$ cat src/rtl/x2050dcc_if.sv
// Decimal result / condition-code sequencer bundle: sequencer inputs plus registered results.
// The master drives the microword command side; the slave is the sequencer.
interface x2050dcc_if #(
   parameter int CNT_W = 5
);
   logic             i_ros_advance;
   logic [2:0]       i_dcmd;
   logic [7:0]       i_result_byte;
   logic             i_carry_ovf;
   logic             i_r_sign_stat;
   logic             i_invalid_decimal_ss;
   logic             i_trap_ack;
   logic             o_busy;
   logic [CNT_W-1:0] o_byte_count;
   logic [3:0]       o_sign_nibble;
   logic [1:0]       o_cc;
   logic             o_cc_valid;
   logic             o_trap_req;

   modport master (
      output i_ros_advance, i_dcmd, i_result_byte, i_carry_ovf,
             i_r_sign_stat, i_invalid_decimal_ss, i_trap_ack,
      input  o_busy, o_byte_count, o_sign_nibble, o_cc, o_cc_valid, o_trap_req
   );

   modport slave (
      input  i_ros_advance, i_dcmd, i_result_byte, i_carry_ovf,
             i_r_sign_stat, i_invalid_decimal_ss, i_trap_ack,
      output o_busy, o_byte_count, o_sign_nibble, o_cc, o_cc_valid, o_trap_req
   );
endinterface

$ cat src/rtl/x2050dcc.sv
// Packed-decimal result loop sequencer: sign nibble, condition code, data-exception trap; 1-cycle latency.
// No backpressure: commands act only on ROS advance, trap request holds until acknowledged.
module x2050dcc #(
   parameter int MAX_BYTES = 16,
   parameter int CNT_W     = 5
) (
   input  logic      i_clk,
   input  logic      i_reset,
   x2050dcc_if.slave dcc
);
   localparam logic [2:0] CMD_START  = 3'd1;
   localparam logic [2:0] CMD_ACCUM  = 3'd2;
   localparam logic [2:0] CMD_FINISH = 3'd3;
   localparam logic [2:0] CMD_ABORT  = 3'd4;

   localparam logic [CNT_W-1:0] CNT_MAX = CNT_W'(MAX_BYTES);
   localparam logic [CNT_W-1:0] CNT_SAT = CNT_W'(MAX_BYTES + 1);

   typedef enum logic [1:0] {
      ST_IDLE  = 2'd0,
      ST_ACCUM = 2'd1,
      ST_DONE  = 2'd2
   } state_t;

   state_t           state_q, state_d;
   logic [CNT_W-1:0] cnt_q, cnt_d;
   logic             nz_q, nz_d;
   logic             ovf_q, ovf_d;
   logic [3:0]       sign_q, sign_d;
   logic [1:0]       cc_q, cc_d;
   logic             cc_vld_q, cc_vld_d;
   logic             trap_q, trap_d;

   always_ff @(posedge i_clk or negedge i_reset) begin
      if (!i_reset) begin
         state_q  <= ST_IDLE;
         cnt_q    <= '0;
         nz_q     <= 1'b0;
         ovf_q    <= 1'b0;
         sign_q   <= 4'hc;
         cc_q     <= 2'd0;
         cc_vld_q <= 1'b0;
         trap_q   <= 1'b0;
      end else begin
         state_q  <= state_d;
         cnt_q    <= cnt_d;
         nz_q     <= nz_d;
         ovf_q    <= ovf_d;
         sign_q   <= sign_d;
         cc_q     <= cc_d;
         cc_vld_q <= cc_vld_d;
         trap_q   <= trap_d;
      end
   end

   always_comb begin
      state_d  = state_q;
      cnt_d    = cnt_q;
      nz_d     = nz_q;
      ovf_d    = ovf_q;
      sign_d   = sign_q;
      cc_d     = cc_q;
      cc_vld_d = 1'b0;
      // Ack is ungated; a fresh invalid strobe below wins over it.
      trap_d   = trap_q & ~dcc.i_trap_ack;

      if (dcc.i_ros_advance) begin
         if (dcc.i_invalid_decimal_ss)
            trap_d = 1'b1;

         if (dcc.i_invalid_decimal_ss && state_q == ST_ACCUM) begin
            // Data exception discards the operation, including any FINISH this cycle.
            state_d = ST_IDLE;
            nz_d    = 1'b0;
            ovf_d   = 1'b0;
         end else begin
            case (dcc.i_dcmd)
               CMD_START: begin
                  state_d = ST_ACCUM;
                  cnt_d   = '0;
                  nz_d    = 1'b0;
                  ovf_d   = 1'b0;
               end
               CMD_ACCUM: begin
                  if (state_q == ST_ACCUM) begin
                     nz_d  = nz_q | (dcc.i_result_byte != 8'h00);
                     ovf_d = ovf_q | dcc.i_carry_ovf | (cnt_q >= CNT_MAX);
                     if (cnt_q != CNT_SAT)
                        cnt_d = cnt_q + 1'b1;
                  end
               end
               CMD_FINISH: begin
                  if (state_q == ST_ACCUM) begin
                     state_d  = ST_DONE;
                     cc_vld_d = 1'b1;
                     if (ovf_q)
                        cc_d = 2'd3;
                     else if (!nz_q)
                        cc_d = 2'd0;
                     else if (dcc.i_r_sign_stat)
                        cc_d = 2'd1;
                     else
                        cc_d = 2'd2;
                     // Negative zero is reported with the positive sign.
                     sign_d = (dcc.i_r_sign_stat && (nz_q || ovf_q)) ? 4'hd : 4'hc;
                  end
               end
               CMD_ABORT: begin
                  state_d = ST_IDLE;
                  nz_d    = 1'b0;
                  ovf_d   = 1'b0;
               end
               default: ;
            endcase
         end
      end
   end

   assign dcc.o_busy        = (state_q == ST_ACCUM);
   assign dcc.o_byte_count  = cnt_q;
   assign dcc.o_sign_nibble = sign_q;
   assign dcc.o_cc          = cc_q;
   assign dcc.o_cc_valid    = cc_vld_q;
   assign dcc.o_trap_req    = trap_q;
endmodule

$ cat src/flat_wrapper.sv
// flat-port wrapper written by rule: the top's interface ports become plain ports
module x2050dcc_flat 
#(
   parameter int MAX_BYTES = 16,
   parameter int CNT_W     = 5
)
  (i_clk, i_reset, dcc_i_ros_advance, dcc_i_dcmd, dcc_i_result_byte, dcc_i_carry_ovf, dcc_i_r_sign_stat, dcc_i_invalid_decimal_ss, dcc_i_trap_ack, dcc_o_busy, dcc_o_byte_count, dcc_o_sign_nibble, dcc_o_cc, dcc_o_cc_valid, dcc_o_trap_req);
  x2050dcc_if #(.CNT_W(CNT_W)) dcc_i ();
  input  logic i_clk;
  input  logic i_reset;
  input wire logic [$bits(dcc_i.i_ros_advance)-1:0] dcc_i_ros_advance;
  input wire logic [$bits(dcc_i.i_dcmd)-1:0] dcc_i_dcmd;
  input wire logic [$bits(dcc_i.i_result_byte)-1:0] dcc_i_result_byte;
  input wire logic [$bits(dcc_i.i_carry_ovf)-1:0] dcc_i_carry_ovf;
  input wire logic [$bits(dcc_i.i_r_sign_stat)-1:0] dcc_i_r_sign_stat;
  input wire logic [$bits(dcc_i.i_invalid_decimal_ss)-1:0] dcc_i_invalid_decimal_ss;
  input wire logic [$bits(dcc_i.i_trap_ack)-1:0] dcc_i_trap_ack;
  output wire logic [$bits(dcc_i.o_busy)-1:0] dcc_o_busy;
  output wire logic [$bits(dcc_i.o_byte_count)-1:0] dcc_o_byte_count;
  output wire logic [$bits(dcc_i.o_sign_nibble)-1:0] dcc_o_sign_nibble;
  output wire logic [$bits(dcc_i.o_cc)-1:0] dcc_o_cc;
  output wire logic [$bits(dcc_i.o_cc_valid)-1:0] dcc_o_cc_valid;
  output wire logic [$bits(dcc_i.o_trap_req)-1:0] dcc_o_trap_req;
  assign dcc_i.i_ros_advance = dcc_i_ros_advance;
  assign dcc_i.i_dcmd = dcc_i_dcmd;
  assign dcc_i.i_result_byte = dcc_i_result_byte;
  assign dcc_i.i_carry_ovf = dcc_i_carry_ovf;
  assign dcc_i.i_r_sign_stat = dcc_i_r_sign_stat;
  assign dcc_i.i_invalid_decimal_ss = dcc_i_invalid_decimal_ss;
  assign dcc_i.i_trap_ack = dcc_i_trap_ack;
  assign dcc_o_busy = dcc_i.o_busy;
  assign dcc_o_byte_count = dcc_i.o_byte_count;
  assign dcc_o_sign_nibble = dcc_i.o_sign_nibble;
  assign dcc_o_cc = dcc_i.o_cc;
  assign dcc_o_cc_valid = dcc_i.o_cc_valid;
  assign dcc_o_trap_req = dcc_i.o_trap_req;
  x2050dcc #(.MAX_BYTES(MAX_BYTES), .CNT_W(CNT_W)) u_core (.i_clk(i_clk), .i_reset(i_reset), .dcc(dcc_i));
endmodule
$ cat config.mk
export PLATFORM = sky130hd
export DESIGN_NAME = x2050dcc_flat
export DESIGN_NICKNAME = d
export VERILOG_FILES = /design/src/rtl/x2050dcc_if.sv /design/src/rtl/x2050dcc.sv /design/src/flat_wrapper.sv
export SDC_FILE = /design/constraint.sdc
export NUM_CORES = 1
export LEC_CHECK = 0
export ABC_AREA = 1
export BUFFER_PORTS_ARGS = -buffer_cell sky130_fd_sc_hd__buf_2
export CAP_MARGIN = 20
export CORE_MARGIN = 2
export CORE_UTILIZATION = 43
export CTS_CLUSTER_DIAMETER = 60
export CTS_CLUSTER_SIZE = 30
export DETAILED_ROUTE_END_ITERATION = 12
export PLACE_DENSITY_LB_ADDON = 0.2
export SETUP_SLACK_MARGIN = 0.05
export SLEW_MARGIN = 20
export SYNTH_ARGS = -nofsm -noshare
export SYNTH_HDL_FRONTEND = slang
export SYNTH_SLANG_ARGS = --single-unit
export TNS_END_PERCENT = 20
$ cat constraint.sdc
create_clock -name i_clk -period 1.07 [get_ports i_clk]
set_input_delay 0.214 -clock i_clk [delete_from_list [all_inputs] [get_ports i_clk]]
set_output_delay 0.214 -clock i_clk [all_outputs]
set_load 0.02 [all_outputs]
==> results of run 1 <==
layout make-up:
type                       instances  area [sq um]
fill                             189           663
multi-input combinational         95           510
sequential                        14           355
timing repair buffer              40           307
inverter                          17          66.3
tap                               27          33.8
clock buffer                       4          26.3
stage by stage:
| stage | cell area [sq um] | setup TNS [ns] | hold WS, ns | util | total power [mW] |
|---|---|---|---|---|---|
| 3_5_place_dp | 1140 | -1.29 | 0.124 | 0.581 | 1.49 |
| 6_report | 1300 | -1.34 | 0.126 | 0.662 | 2.01 |
| 5_1_grt | 1300 | -2.47 | 0.130 | 0.662 | 2.16 |
| 3_3_place_gp | 1140 | -1.01 | 0.127 | 0.581 | 1.46 |
| 2_1_floorplan | 913 | -1.01 | -0.0816 | - | 1.21 |
| 4_1_cts | 1260 | -1.75 | 0.115 | 0.645 | 1.98 |
layer usage:
metal,track usage,up-vias
li1,-,487
met1,0.244,432
met2,0.331,24
met3,0.0552,2
met4,0.0694,0
met5,0,-
power by group through the flow:
stage                     combinational (mW)  clock, mW  sequential, mW
after floorplan                        0.376          0           0.838
after global placement                 0.699          0           0.758
after detailed placement               0.719          0           0.775
after CTS                              0.862      0.330           0.786
after global routing                   0.999      0.350           0.810
final                                  0.905      0.315           0.792
cell families (layout without fill, tap and decap cells):
group / Yosys count / in the layout / share of synthesized area
AOI/OAI and AO/OA: 9 / 9 / 0.0550
xor gates and xnor gates: 1 / 1 / 0.00987
adders and majority gates: 2 / 2 / 0.0282
buffers and inverters: 20 / 61 / 0.0973
DFF: 14 / 14 / 0.395
other: 2 / 3 / 0.00847
and+or+nand+nor: 80 / 80 / 0.406
how the worst max path moves through the flow:
stage                                     from                         end  depth (start not counted)
floorplan           u_core.dcc.o_byte_count[0]  u_core.dcc.o_byte_count[0]                          9
global placement    u_core.dcc.o_byte_count[0]  u_core.dcc.o_byte_count[1]                          9
detailed placement  u_core.dcc.o_byte_count[0]  u_core.dcc.o_byte_count[0]                          9
CTS                 u_core.dcc.o_byte_count[0]  u_core.dcc.o_byte_count[0]                          9
global route        u_core.dcc.o_byte_count[1]  u_core.dcc.o_byte_count[0]                          9
finish                       u_core.state_q[1]                  dcc_o_busy                          4
layout by cell type, fill, tap and decap left out:
master                          count
sky130_fd_sc_hd__a21oi_1            2
sky130_fd_sc_hd__buf_2             18
sky130_fd_sc_hd__buf_4              8
sky130_fd_sc_hd__buf_6             13
sky130_fd_sc_hd__clkbuf_1           1
sky130_fd_sc_hd__clkbuf_4           3
sky130_fd_sc_hd__conb_1             3
sky130_fd_sc_hd__dfrtp_1           10
sky130_fd_sc_hd__dfrtp_2            4
sky130_fd_sc_hd__dlygate4sd3_1      1
sky130_fd_sc_hd__ha_1               1
sky130_fd_sc_hd__ha_4               1
sky130_fd_sc_hd__inv_1             10
sky130_fd_sc_hd__inv_2              6
sky130_fd_sc_hd__inv_4              1
sky130_fd_sc_hd__nand2_1           32
sky130_fd_sc_hd__nand2_2            4
sky130_fd_sc_hd__nand2_4            2
sky130_fd_sc_hd__nand3_1           14
sky130_fd_sc_hd__nand3_2            3
sky130_fd_sc_hd__nand3_4            1
sky130_fd_sc_hd__nand4_1            1
sky130_fd_sc_hd__nand4_4            1
sky130_fd_sc_hd__nor2_1            18
sky130_fd_sc_hd__nor2_2             3
sky130_fd_sc_hd__nor3_1             1
sky130_fd_sc_hd__o211ai_1           1
sky130_fd_sc_hd__o21ai_0            2
sky130_fd_sc_hd__o21ai_1            3
sky130_fd_sc_hd__o22ai_1            1
sky130_fd_sc_hd__xnor2_1            1
repair_timing:
item / 4_1_cts / 5_1_grt
resized for setup: 27 / 11
buffers inserted: 1 / 0
hold buffers: 1 / 0
gates cloned: 0 / 0
endpoints found under the hold margin: 14 / 0
endpoints found under the setup margin: 24 / 24
pin swaps: 1 / 2
registers in the layout, summed over array words and instances (netlist names):
name,count
u_core.dcc.o_byte_count,5
u_core.dcc.o_cc,2
u_core.state_q,2
u_core.dcc.o_cc_valid,1
u_core.dcc.o_sign_nibble,1
u_core.dcc.o_trap_req,1
u_core.nz_q,1
u_core.ovf_q,1
==> impl.org, run 1 <==
** Power and ir drop
- Net switching component of the power :: 0.787 mW
- Summed over all cells, the static leakage comes to 0.705 nW.
- Of the total power, the share spent switching nets is 0.392.
- Logic gate share of total power :: 0.450
- Power per cell area :: 1550 nW/um^2
- Across the VDD grid, the largest voltage drop is just over 1 mV.
- The share of total power dissipated in the clock network is 0.157.
- Of the total power, registers draw 0.394.
- P_int :: ~1.2 mW

** Route
- After detailed routing, the met2 layer carries 1.14 mm of wire.
- Wires add up to ~2.2 mm.
- In the final routed layout, each cell accounts on average for 11.1 microns.
- Iteration-0 DRC count of the detailed router :: 12
- Post-detailed-route DRC marker count :: 0
- Met1 WL :: 930 microns
- Detailed routing placed a total of 98 microns of wire on met3.
- Via density :: 4.80
- Signal routing reaches up to met4.
- Across all layers, the routed design uses ~950 vias.
- Residual antenna-violating net count after detailed routing :: 0
- First-pass iteration count of the detailed router :: 4

** Synth
- Mean instance size in the synthesized netlist :: 6.93 sq um
- Portion of the post-synthesis area used by sequential elements :: 0.395
- #FFs+latches synth :: 14
- During synthesis, Yosys emitted a total of 0 warnings.
- After synthesis the cells add up to between 800 and 900 sq um.
- The most used flip-flop cell after synthesis is sky130_fd_sc_hd__dfrtp_1.
- Synth unique cells :: 22
- Synthesized instance count :: 128
- Of the post-synthesis cell area, the dominant cell type holds 0.395.
- Yosys mapped a number of flops with a built-in enable equal to 0.
- After synthesis, the most frequently instantiated cells are 35 x sky130_fd_sc_hd__nand2_1, 18 x sky130_fd_sc_hd__nor2_1, 17 x sky130_fd_sc_hd__nand3_1, 14 x sky130_fd_sc_hd__dfrtp_1, 14 x sky130_fd_sc_hd__inv_1.
- Yosys instantiated no cell more often than sky130_fd_sc_hd__nand2_1.
- Sorting the synthesized cells by area gives the leading types as sky130_fd_sc_hd__dfrtp_1 39%, sky130_fd_sc_hd__nand2_1 15%, sky130_fd_sc_hd__nand3_1 9.6%.
- Area leader, netlist :: sky130_fd_sc_hd__dfrtp_1
- Asr flop ratio synth :: 1.00

** Critical path
- Required time at the worst-slack endpoint :: between 0.8 and 0.9 ns
- STA classifies the critical path startpoint as a flip-flop.
- R2r endpoint :: u_core.dcc.o_byte_count[4]
- The number of buffers and inverters on the critical path is 3.
- Kind of cell adding the most delay to the critical path :: flip-flops
- Across all register-to-register paths, the minimum setup slack is -0.16 ns.
- The critical path is of the flip-flop to output port type.
- Arrival @ worst endpoint :: 1.02 ns
- The worst register-to-register path begins at u_core.dcc.o_byte_count[0].
- Cell count of the worst reg-to-reg path :: 9
- The slowest stage of the critical path is the sky130_fd_sc_hd__dfrtp_1 cell.
- Of all nets on the critical path, the largest fanout is 4.
- Maximum cell stage delay along the critical path :: 0.39 ns
- Worst setup EP type :: output port
- Traced cell by cell, the critical path runs through inv_2 -> nand2_4 -> inv_4 -> buf_6.

** Min path
- Hold wc startpoint :: dcc_i_trap_ack
- Min-Delay Path Class :: input pin to flip-flop
- The worst hold path terminates at u_core.dcc.o_trap_req.
- Cells on Worst Hold Path :: 2

** STA
- Finish-stage setup viols :: 13
- Final Slew Violations :: 0
- Of the available clock period, the critical path in the final layout requires 1.15.
- Final Hold Fails :: 0
- Shortest period the worst path allows :: 1.23 ns
- Between clock sinks in the finished design, the worst skew comes to 0.00811 ns.
- In the post-route analysis, the smallest setup slack over all paths is -0.165 ns.
- RSZ-0062 raised after global routing :: yes
- Peak clock frequency supported by timing :: 810 MHz

** Floorplan
- The die covers 2440 sq um.
- Std cell rows :: 16
- The initial utilization of the core area, before any placement, comes to 0.452.
- For this design the top-level I/O count stands at 32.
- Area inside the core boundary :: 1960 sq um
- From bottom edge to top edge, the die measures 49.4 microns.
- From left edge to right edge, the die measures 49.4 microns.

** Place
- HPWL after detailed placement :: 1.71 mm
- During placement, the flow inserted port buffers numbering 28.
- Placer's final routability congestion estimate :: 0.889
- Placed cell count :: 191
- OpenSTA, run right after detailed placement, puts the worst setup slack at -0.177 ns.

** Clock network
- Skew-Pair Late Insertion Delay :: 0.28 ns
- Clock-pin slew was measured on the worst setup and hold paths at 0.08 ns.
- CTS built an H-tree with a depth of 1.
- The tree is rooted in a sky130_fd_sc_hd__clkbuf_4.
- In this run, CTS created clock tree buffers numbering 3.
- Maximum buffer depth of the clock tree :: 2
- Total clock sinks :: 14
- TritonCTS built the clock tree.

** Status
- Run status :: finished, violations left
- Violations in the final reports :: setup timing

** Global routing
- The number of antenna violations at the first check in global routing was 0.
- GRT Residual Overflow :: 0
- Entering global routing, the biggest net connects 15 pins.
- In the global route stage, overall resource usage came out at 0.198.
- Global-route wire length before repair :: 3.66 mm
- The via count of the first global-routing pass is 857.

** Run
- Across the run, the number of max-cap violations was 0.

** Layout
- Of the cells placed in the final design, the portion with a size suffix greater than 1 is 0.400.
- From synthesis to final layout, the design area changed by 46.4%.
- Antenna diodes :: 0
- In the final design database the tool counted 191 nets.
- Once layout is complete, the cells apart from fillers number approximately 200.
Note: power is estimated with default switching activity, not from simulation.
==> run 2, diff against run 1 <==
Settings changed: ABC_AREA 1 to default, CORE_UTILIZATION 43 to 42.
==> impl.org, run 2 <==
** STA
- The setup TNS was -3.68 ns (was -1.34 ns).
- RSZ-0062 raised after global routing: yes (unchanged).
- Final Slew Violations :: 0 (unchanged)
- Peak clock frequency supported by timing :: 732 MHz (was 810 MHz)
- Final period utilization :: 1.28 (was 1.15)
- Final Hold Fails :: 0 (unchanged)
- The setup slack of the critical path after layout came to -0.296 ns (was -0.165 ns).
- The final-report setup violation count is 19 (was 13).
- Shortest period the worst path allows :: 1.37 ns (was 1.23 ns)
- Maximum clock skew at final layout :: 0.0136 ns (was 0.00811 ns)

** Route
- Detailed-route via count :: 829 (was 945)
- Via density :: 5.05 (was 4.80)
- Post-detailed-route DRC marker count :: 0 (unchanged)
- Routed wire length :: 2.08 mm (was 2.18 mm)
- First-pass iteration count of the detailed router :: 4 (unchanged)
- The per-cell routed wire length is 12.7 microns (was 11.1 microns).
- Iteration-0 DRC count of the detailed router :: 13 (was 12)
- The number of routed nets with antenna violations came to 0 (unchanged).

** Critical path
- Max Fanout on Critical Path :: 4 (unchanged)
- Worst-path cell chain :: and4bb_2 -> nand3_4 -> or3b_4 -> nand3_2 (was inv_2 -> nand2_4 -> inv_4 -> buf_6)
- The category of the worst setup path launch point was a flip-flop (unchanged).
- Worst setup EP type :: flip-flop (was output port)
- Crit-path slowest cell :: sky130_fd_sc_hd__or3b_4 (was sky130_fd_sc_hd__dfrtp_1)
- The maximum single-stage delay on the critical path was 0.41 ns (was 0.39 ns).
- The start-to-end type of the worst setup path was flip-flop to flip-flop (was flip-flop to output port).
- The family with the most delay on the worst path was simple AND/OR/NAND/NOR gates (was flip-flops).
- The data arrival time at the worst-slack endpoint came to 1.60 ns (was 1.02 ns).
- Reg-to-reg setup timing slack :: -0.30 ns (was -0.16 ns)
- The number of buffer and inverter instances along the worst setup path was 0 (was 3).
- Required time at the worst-slack endpoint :: 1.31 ns (was 0.86 ns)

** Synth
- Synth unique cells :: 34 (was 22)
- The most used flip-flop cell after synthesis is sky130_fd_sc_hd__dfrtp_1 (unchanged).
- Area leader, netlist :: sky130_fd_sc_hd__dfrtp_1 (unchanged)
- The number of flops mapped to enable cells by yosys was 0 (unchanged).
- Asr flop ratio synth :: 1.00 (unchanged)
- The post-synthesis sequential area ratio was 0.434 (was 0.395).
- The mapped cell area is 807 sq um (was 887 sq um).
- Library cell with the highest instance count after synthesis :: sky130_fd_sc_hd__dfrtp_1 (was sky130_fd_sc_hd__nand2_1)
- Top post-synthesis cells by count: 14 x sky130_fd_sc_hd__dfrtp_1, 8 x sky130_fd_sc_hd__a21oi_1, 6 x sky130_fd_sc_hd__nand2_1, 6 x sky130_fd_sc_hd__nand3_1 (was 35 x sky130_fd_sc_hd__nand2_1, 18 x sky130_fd_sc_hd__nor2_1, 17 x sky130_fd_sc_hd__nand3_1, 14 x sky130_fd_sc_hd__dfrtp_1, 14 x sky130_fd_sc_hd__inv_1).
- Number of warning messages in the yosys log :: 0 (unchanged)
- The synthesized area divided by synthesized cell count was 9.49 sq um (was 6.93 sq um).
- Area contributors post-synth :: sky130_fd_sc_hd__dfrtp_1 43%, sky130_fd_sc_hd__a21oi_1 5.0%, sky130_fd_sc_hd__nand3_1 3.7% (was sky130_fd_sc_hd__dfrtp_1 39%, sky130_fd_sc_hd__nand2_1 15%, sky130_fd_sc_hd__nand3_1 9.6%)
- Yosys top cell area share :: 0.434 (was 0.395)
- Synthesized instance count :: 85 (was 128)
- #FFs+latches synth :: 14 (unchanged)

** Global routing
- Gr usage total :: 0.198 (about the same)
- The wire length of the first global-routing pass is 3.02 mm (was 3.66 mm).
- Largest net degree at the start of global routing :: 15 (unchanged)
- GRT Residual Overflow :: 0 (unchanged)
- The number of antenna violations at the first check in global routing is 0 (unchanged).
- Via count of the first global-routing pass :: 706 (was 857)

** Layout
- Leading cell type in the layout, fill and taps excluded :: sky130_fd_sc_hd__buf_6 (was sky130_fd_sc_hd__nand2_1)
- The area growth from synthesis to layout was 65.3% (was 46.4%).
- The filler cell count in the final layout was 134 (was 189).
- Largest register FFs :: 5 (unchanged)
- Non-filler instance count after layout :: 164 (was 197)
- The number of diodes is 0 (unchanged).
- The fraction of layout cells with a size suffix above 1 came to 0.540 (was 0.400).
- The layout net count is 160 (was 191).
- Top library cells by usage in the layout, fill and taps aside: 18 x sky130_fd_sc_hd__buf_6, 17 x sky130_fd_sc_hd__buf_2, 17 x sky130_fd_sc_hd__buf_4 (was 32 x sky130_fd_sc_hd__nand2_1, 18 x sky130_fd_sc_hd__nor2_1, 18 x sky130_fd_sc_hd__buf_2).

** Floorplan
- The die extent in x is 47.8 microns (was 49.4 microns).
- The floorplan core area came to 1760 sq um (was 1960 sq um).
- Top-Level Pins :: 32 (unchanged)
- The effective utilization at floorplan is 0.457 (was 0.452).
- Die H :: 47.8 microns (was 49.4 microns)
- The number of rows in the core area was 15 (was 16).
- Die Area :: 2290 sq um (was 2440 sq um)

** Clock network
- The root cell of the clock tree is sky130_fd_sc_hd__clkbuf_4 (unchanged).
- The CTS tree is yes (unchanged).
- The maximum number of buffers from clock root to sink came to 2 (unchanged).
- The clock-pin slew of the registers on the worst-case setup and hold paths was 0.09 ns (was 0.08 ns).
- Skew-Pair Late Insertion Delay :: 0.29 ns (was 0.28 ns)
- Cts bufs inserted :: 3 (unchanged)
- The maximum level of the CTS H-tree was 1 (unchanged).
- The number of sinks handled by clock tree synthesis is 14 (unchanged).

** Power and ir drop
- The peak supply drop was 0.705 mV (was 1.02 mV).
- Static Leakage :: 0.633 nW (was 0.705 nW)
- Power per cell area :: 1220 nW/um^2 (was 1550 nW/um^2)

** Status
- Run status :: finished, violations left (unchanged)
- Violations in the final reports :: setup timing (unchanged)

** Place
- The number of cells after detailed placement came to 153 (was 191).
- The post-DP HPWL is 1.45 mm (was 1.71 mm).
- Placer's final routability congestion estimate :: 0.778 (was 0.889)
- Number of input and output port buffers inserted :: 28 (unchanged)

** Min path
- The path type of the worst min-delay path is input pin to flip-flop (unchanged).

** Run
- Number of max-cap violations :: 0 (unchanged)
-- run 2: changes by cell type after synthesis, moves of 2 or more --
| cell | previous run | this run |
|---|---|---|
| sky130_fd_sc_hd__inv_1 | 14 | 5 |
| sky130_fd_sc_hd__nand3_1 | 17 | 6 |
| sky130_fd_sc_hd__inv_2 | 3 | 0 |
| sky130_fd_sc_hd__nor2_2 | 3 | 0 |
| sky130_fd_sc_hd__nor2_1 | 18 | 5 |
| sky130_fd_sc_hd__nor2b_1 | 0 | 2 |
| sky130_fd_sc_hd__nand3b_1 | 0 | 2 |
| sky130_fd_sc_hd__nand2_1 | 35 | 6 |
| sky130_fd_sc_hd__o21ba_2 | 0 | 2 |
| sky130_fd_sc_hd__a31oi_1 | 0 | 3 |
| sky130_fd_sc_hd__nand2_2 | 2 | 0 |
| sky130_fd_sc_hd__a21oi_1 | 2 | 8 |
| sky130_fd_sc_hd__a211oi_1 | 0 | 2 |
| sky130_fd_sc_hd__nor4_1 | 0 | 2 |
-- run 2: cell type report --
class	count	area, sq um	share of cell area
well taps	25	31.3	0.0235
clock buffers	4	26.3	0.0197
repair buffers	53	425	0.319
multi-input cells	63	479	0.359
flip-flops and latches	14	353	0.265
inverters	5	18.8	0.0141
-- run 2: metal layers --
metal  global-route usage  vias up  part of all wire  wire length [microns]
met5                    0        -                 0                      0
met1                0.236      384              0.45                    935
met2                0.320       32              0.47                    983
met4                0.146        0             0.024                     49
met3               0.0302        4             0.052                    108
li1                     -      409                 -                      -
-- run 2: stage by stage --
| stage | setup slack [ns] | instance area, sq um | utilization | power (mW) | hold WS [ns] |
|---|---|---|---|---|---|
| after floorplan | -0.280 | 826 | - | 0.907 | -0.0816 |
| after global placement | -0.198 | 1100 | 0.626 | 1.11 | 0.130 |
| after detailed placement | -0.243 | 1100 | 0.626 | 1.13 | 0.129 |
| after CTS | -0.308 | 1240 | 0.704 | 1.54 | 0.106 |
| after global routing | -0.361 | 1330 | 0.756 | 1.72 | 0.0966 |
| final | -0.296 | 1330 | 0.756 | 1.62 | 0.102 |
-- run 2: cells by family (layout without fill, tap and decap cells) --
logic type / Yosys count / after routing / share of synthesized area
and+or+nand+nor: 32 / 32 / 0.257
adders and majority gates: 2 / 2 / 0.0310
xor gates and xnor gates: 1 / 1 / 0.0109
buffers and inverters: 9 / 62 / 0.0574
DFF: 14 / 14 / 0.434
other: 2 / 3 / 0.00931
muxes: 1 / 1 / 0.0124
AOI/OAI and AO/OA: 24 / 24 / 0.188
-- run 2: worst register-to-register path, delay by kind of cell (launching register included) --
family / cells / cell delay, ns
simple gates: 4 / 0.93
flops: 1 / 0.38
-- run 2: power by group --
part / switching [mW] / internal (mW) / leakage (nW)
combinational: 0.301 / 0.348 / 0.435
clock: 0.177 / 0.145 / 0.0150
sequential: 0.0510 / 0.602 / 0.183
-- run 2: worst paths after layout --
path / start / end / cells after the start
setup / recovery: u_core.state_q[1] / u_core.dcc.o_byte_count[2] / 4
hold / removal: dcc_i_trap_ack / u_core.dcc.o_trap_req / 2
setup reg to reg: u_core.state_q[1] / u_core.dcc.o_byte_count[2] / 4
hold reg to reg: u_core.dcc.o_cc[1] / u_core.dcc.o_cc[1] / 2
max in group asynchronous: i_reset / u_core.dcc.o_byte_count[1] / 2
min in group asynchronous: i_reset / u_core.dcc.o_byte_count[0] / 2
-- run 2: timing repair --
action / in CTS / in global routing
endpoints found under the hold margin: 14 / 0
pin swaps: 8 / 4
gates resized for setup: 29 / 14
setup buffers: 1 / 5
endpoints found under the setup margin: 22 / 24
hold buffers: 1 / 0
==> run 3, diff against run 2 <==
Settings changed: BUFFER_PORTS_ARGS -buffer_cell sky130_fd_sc_hd__buf_2 to default, CORE_UTILIZATION 42 to 45, DONT_BUFFER_PORTS from default to 1, PLACE_DENSITY_LB_ADDON 0.2 to 0.25, SLEW_MARGIN 20 to default.
==> impl.org, run 3 (synthesized netlist as in run 2, its figures left out) <==
** Global routing
- The wire length of the first global-routing pass was 2.32 mm (was 3.02 mm).
- The final global-route overflow total is 0 (unchanged).
- Gr usage total :: 0.159 (was 0.198)
- The number of antenna violations at the first check in global routing was 0 (unchanged).
- The largest net degree at the start of global routing was 15 (unchanged).
- The via count of the first global-routing pass was 556 (was 706).

** Layout
- Leading cell type in the layout, fill and taps excluded :: sky130_fd_sc_hd__dfrtp_1 (was sky130_fd_sc_hd__buf_6)
- Layout cells sized above 1 :: 0.310 (was 0.540)
- Largest register FFs :: 5 (unchanged)
- Top library cells by usage in the layout, fill and taps aside: 12 x sky130_fd_sc_hd__dfrtp_1, 8 x sky130_fd_sc_hd__a21oi_1, 8 x sky130_fd_sc_hd__buf_6 (was 18 x sky130_fd_sc_hd__buf_6, 17 x sky130_fd_sc_hd__buf_2, 17 x sky130_fd_sc_hd__buf_4).
- Number of nets at the end of the flow :: 121 (was 160)
- Antenna diodes :: 0 (unchanged)
- The area growth from synthesis to layout is 28.8% (was 65.3%).

** Power and ir drop
- The net switching component of the power came to 0.462 mW (was 0.530 mW).
- Switching share of power :: 0.318 (was 0.326)
- The combinational group share of total power is 0.252 (was 0.400).
- Total power draw :: 1.45 mW (was 1.62 mW)
- The power share of the clock group was 0.263 (was 0.198).
- Flop pwr share :: 0.485 (was 0.402)
- Static Leakage :: 0.444 nW (was 0.633 nW)
- Power per cell area :: 1400 nW/um^2 (was 1220 nW/um^2)
- Max VDD drop :: 0.750 mV (was 0.705 mV)
- P_int :: 0.992 mW (was 1.10 mW)

** Route
- The count of vias placed by the detailed router came to 691 (was 829).
- The per-cell via count in the routed design was 5.53 (was 5.05).
- Highest signal layer in the routed design :: met4 (unchanged)
- The number of design rule violations left after detail routing was 0 (unchanged).
- The met2 wire length came to 775 microns (was 983 microns).
- The number of search-and-repair iterations in the first detailed-routing pass came to 4 (unchanged).
- Routed WL per cell :: 13.5 microns (was 12.7 microns)
- Met3 Routed Length :: 127 microns (was 108 microns)
- Routed wire length :: 1.69 mm (was 2.08 mm)
- The routed metal-1 wirelength was 763 microns (was 935 microns).
- Residual antenna-violating net count after detailed routing :: 0 (unchanged)
- Iteration-0 DRC count of the detailed router :: 10 (was 13)

** STA
- The setup slack of the critical path after layout was -0.232 ns (was -0.296 ns).
- The post-route clock skew is 0.00123 ns (was 0.0136 ns).
- The final number of hold-violating endpoints was 0 (unchanged).
- The hold slack is 0.0121 ns (was 0.102 ns).
- Shortest period the worst path allows :: 1.30 ns (was 1.37 ns)
- Worst slew margin :: 0.553
- Final Slew Violations :: 0 (unchanged)
- Transition time of the tightest slew-check pin :: about 0.67 ns
- Final period utilization :: 1.22 (was 1.28)
- RSZ-0062 raised after global routing :: yes (unchanged)
- Finish-stage setup viols :: 12 (was 19)
- Peak clock frequency supported by timing :: 768 MHz (was 732 MHz)

** Critical path
- The data arrival time at the worst-slack endpoint was 1.52 ns (was 1.60 ns).
- Worst setup EP type :: flip-flop (unchanged)
- Maximum cell stage delay along the critical path :: 0.38 ns (was 0.41 ns)
- Crit Path Category :: flip-flop to flip-flop (unchanged)
- Worst-path cell chain :: and4bb_2 -> nand3_4 -> or3b_1 -> nand3_1 (was and4bb_2 -> nand3_4 -> or3b_4 -> nand3_2)
- Crit-path slowest cell :: sky130_fd_sc_hd__dfrtp_1 (was sky130_fd_sc_hd__or3b_4)
- Required time at the worst-slack endpoint :: 1.29 ns (was 1.31 ns)
- Max Fanout on Critical Path :: 4 (unchanged)
- The category of the worst setup path launch point is a flip-flop (unchanged).

** Run
- Number of max-cap violations :: 0 (unchanged)

** Floorplan
- Die H :: 46.4 microns (was 47.8 microns)
- The effective utilization at floorplan came to 0.473 (was 0.457).
- Std cell rows :: 15 (unchanged)
- The total die area is 2150 sq um (was 2290 sq um).
- Top-Level Pins :: 32 (unchanged)
- The floorplan core area is 1710 sq um (was 1760 sq um).
- The die extent in x came to 46.4 microns (was 47.8 microns).

** Clock network
- The root cell of the clock tree was sky130_fd_sc_hd__clkbuf_4 (unchanged).
- The CTS tree is yes (unchanged).
- Maximum buffer depth of the clock tree :: 2 (unchanged)
- The maximum level of the CTS H-tree came to 1 (unchanged).
- Skew-Pair Late Insertion Delay :: 0.28 ns (was 0.29 ns)
- Total clock sinks :: 14 (unchanged)
- Clock-pin slew of the registers on the worst-case setup and hold paths :: 0.09 ns (about the same)
- Cts bufs inserted :: 3 (unchanged)

** Status
- Violations in the final reports :: setup timing (unchanged)
- Run status :: finished, violations left (unchanged)

** Place
- Number of input and output port buffers inserted :: 0 (was 28)
- HPWL after detailed placement :: 1.25 mm (was 1.45 mm)
- Placer's final routability congestion estimate :: 0.758 (was 0.778)

** Min path
- Min-Delay Path Class :: input pin to flip-flop (unchanged)
run 3: cell count changes in the layout (fill, tap and decap cells not counted), moves of 3 or more:
| cell | delta |
|---|---|
| sky130_fd_sc_hd__buf_2 | -17 |
| sky130_fd_sc_hd__buf_4 | -12 |
| sky130_fd_sc_hd__buf_6 | -10 |
| sky130_fd_sc_hd__nand3_1 | +3 |
| sky130_fd_sc_hd__nand3_2 | -3 |
run 3: area by class of cell:
| type | count | area [sq um] |
|---|---|---|
| Clock buffer | 4 | 36.3 |
| Fill cell | 149 | 668 |
| Inverter | 5 | 18.8 |
| Multi-Input combinational cell | 63 | 463 |
| Sequential cell | 14 | 353 |
| Tap cell | 25 | 31.3 |
| Timing Repair Buffer | 14 | 138 |
run 3: power by group through the flow:
stage	registers (mW)	logic, mW	clock network [mW]
2_1_floorplan	0.743	0.164	0
3_3_place_gp	0.710	0.283	0
6_report	0.705	0.367	0.382
5_1_grt	0.714	0.396	0.415
4_1_cts	0.702	0.314	0.393
3_5_place_dp	0.710	0.290	0
run 3: timing repair:
item,CTS,global route
cloned,0,0
hold buffers,1,0
endpoints found under the setup margin,18,18
pin swaps,3,5
buffers inserted,0,1
gates resized for setup,6,10
hold endpoints to repair,14,0
run 3: per-stage QoR:
| stage | setup slack [ns] | area [sq um] | setup TNS (ns) | utilization | instances |
|---|---|---|---|---|---|
| finish | -0.232 | 1040 | -1.45 | 0.609 | 125 |
| global placement | -0.213 | 920 | -1.38 | 0.538 | 119 |
| detailed placement | -0.224 | 920 | -1.58 | 0.538 | 119 |
| CTS | -0.245 | 982 | -1.73 | 0.575 | 124 |
| floorplan | -0.280 | 826 | -1.57 | - | 86 |
| global route | -0.268 | 1040 | -2.25 | 0.609 | 125 |
run 3: per-layer routing:
layer | global-route usage | vias to the layer above
met1 | 0.212 | 326
met2 | 0.214 | 30
met3 | 0.0667 | 2
met4 | 0.0857 | 0
met5 | 0 | -
li1 | - | 333
run 3: critical path: cells and delay by family, from the launching register on:
kind             cells  cell delay (ns)
flip-flops           1             0.38
AND/OR/NAND/NOR      4             0.87
run 3: final timing paths:
check / startpoint / endpoint / slack (ns) / depth (start not counted)
setup / recovery: u_core.state_q[1] / u_core.dcc.o_byte_count[2] / -0.23 / 4
hold / removal: dcc_i_ros_advance / u_core.state_q[0] / 0.01 / 1
setup reg to reg: u_core.state_q[1] / u_core.dcc.o_byte_count[2] / -0.23 / 4
hold reg to reg: u_core.nz_q / u_core.nz_q / 0.55 / 1
max in group asynchronous: i_reset / u_core.dcc.o_byte_count[0] / 0.20 / 1
min in group asynchronous: i_reset / u_core.dcc.o_byte_count[3] / 0.40 / 1
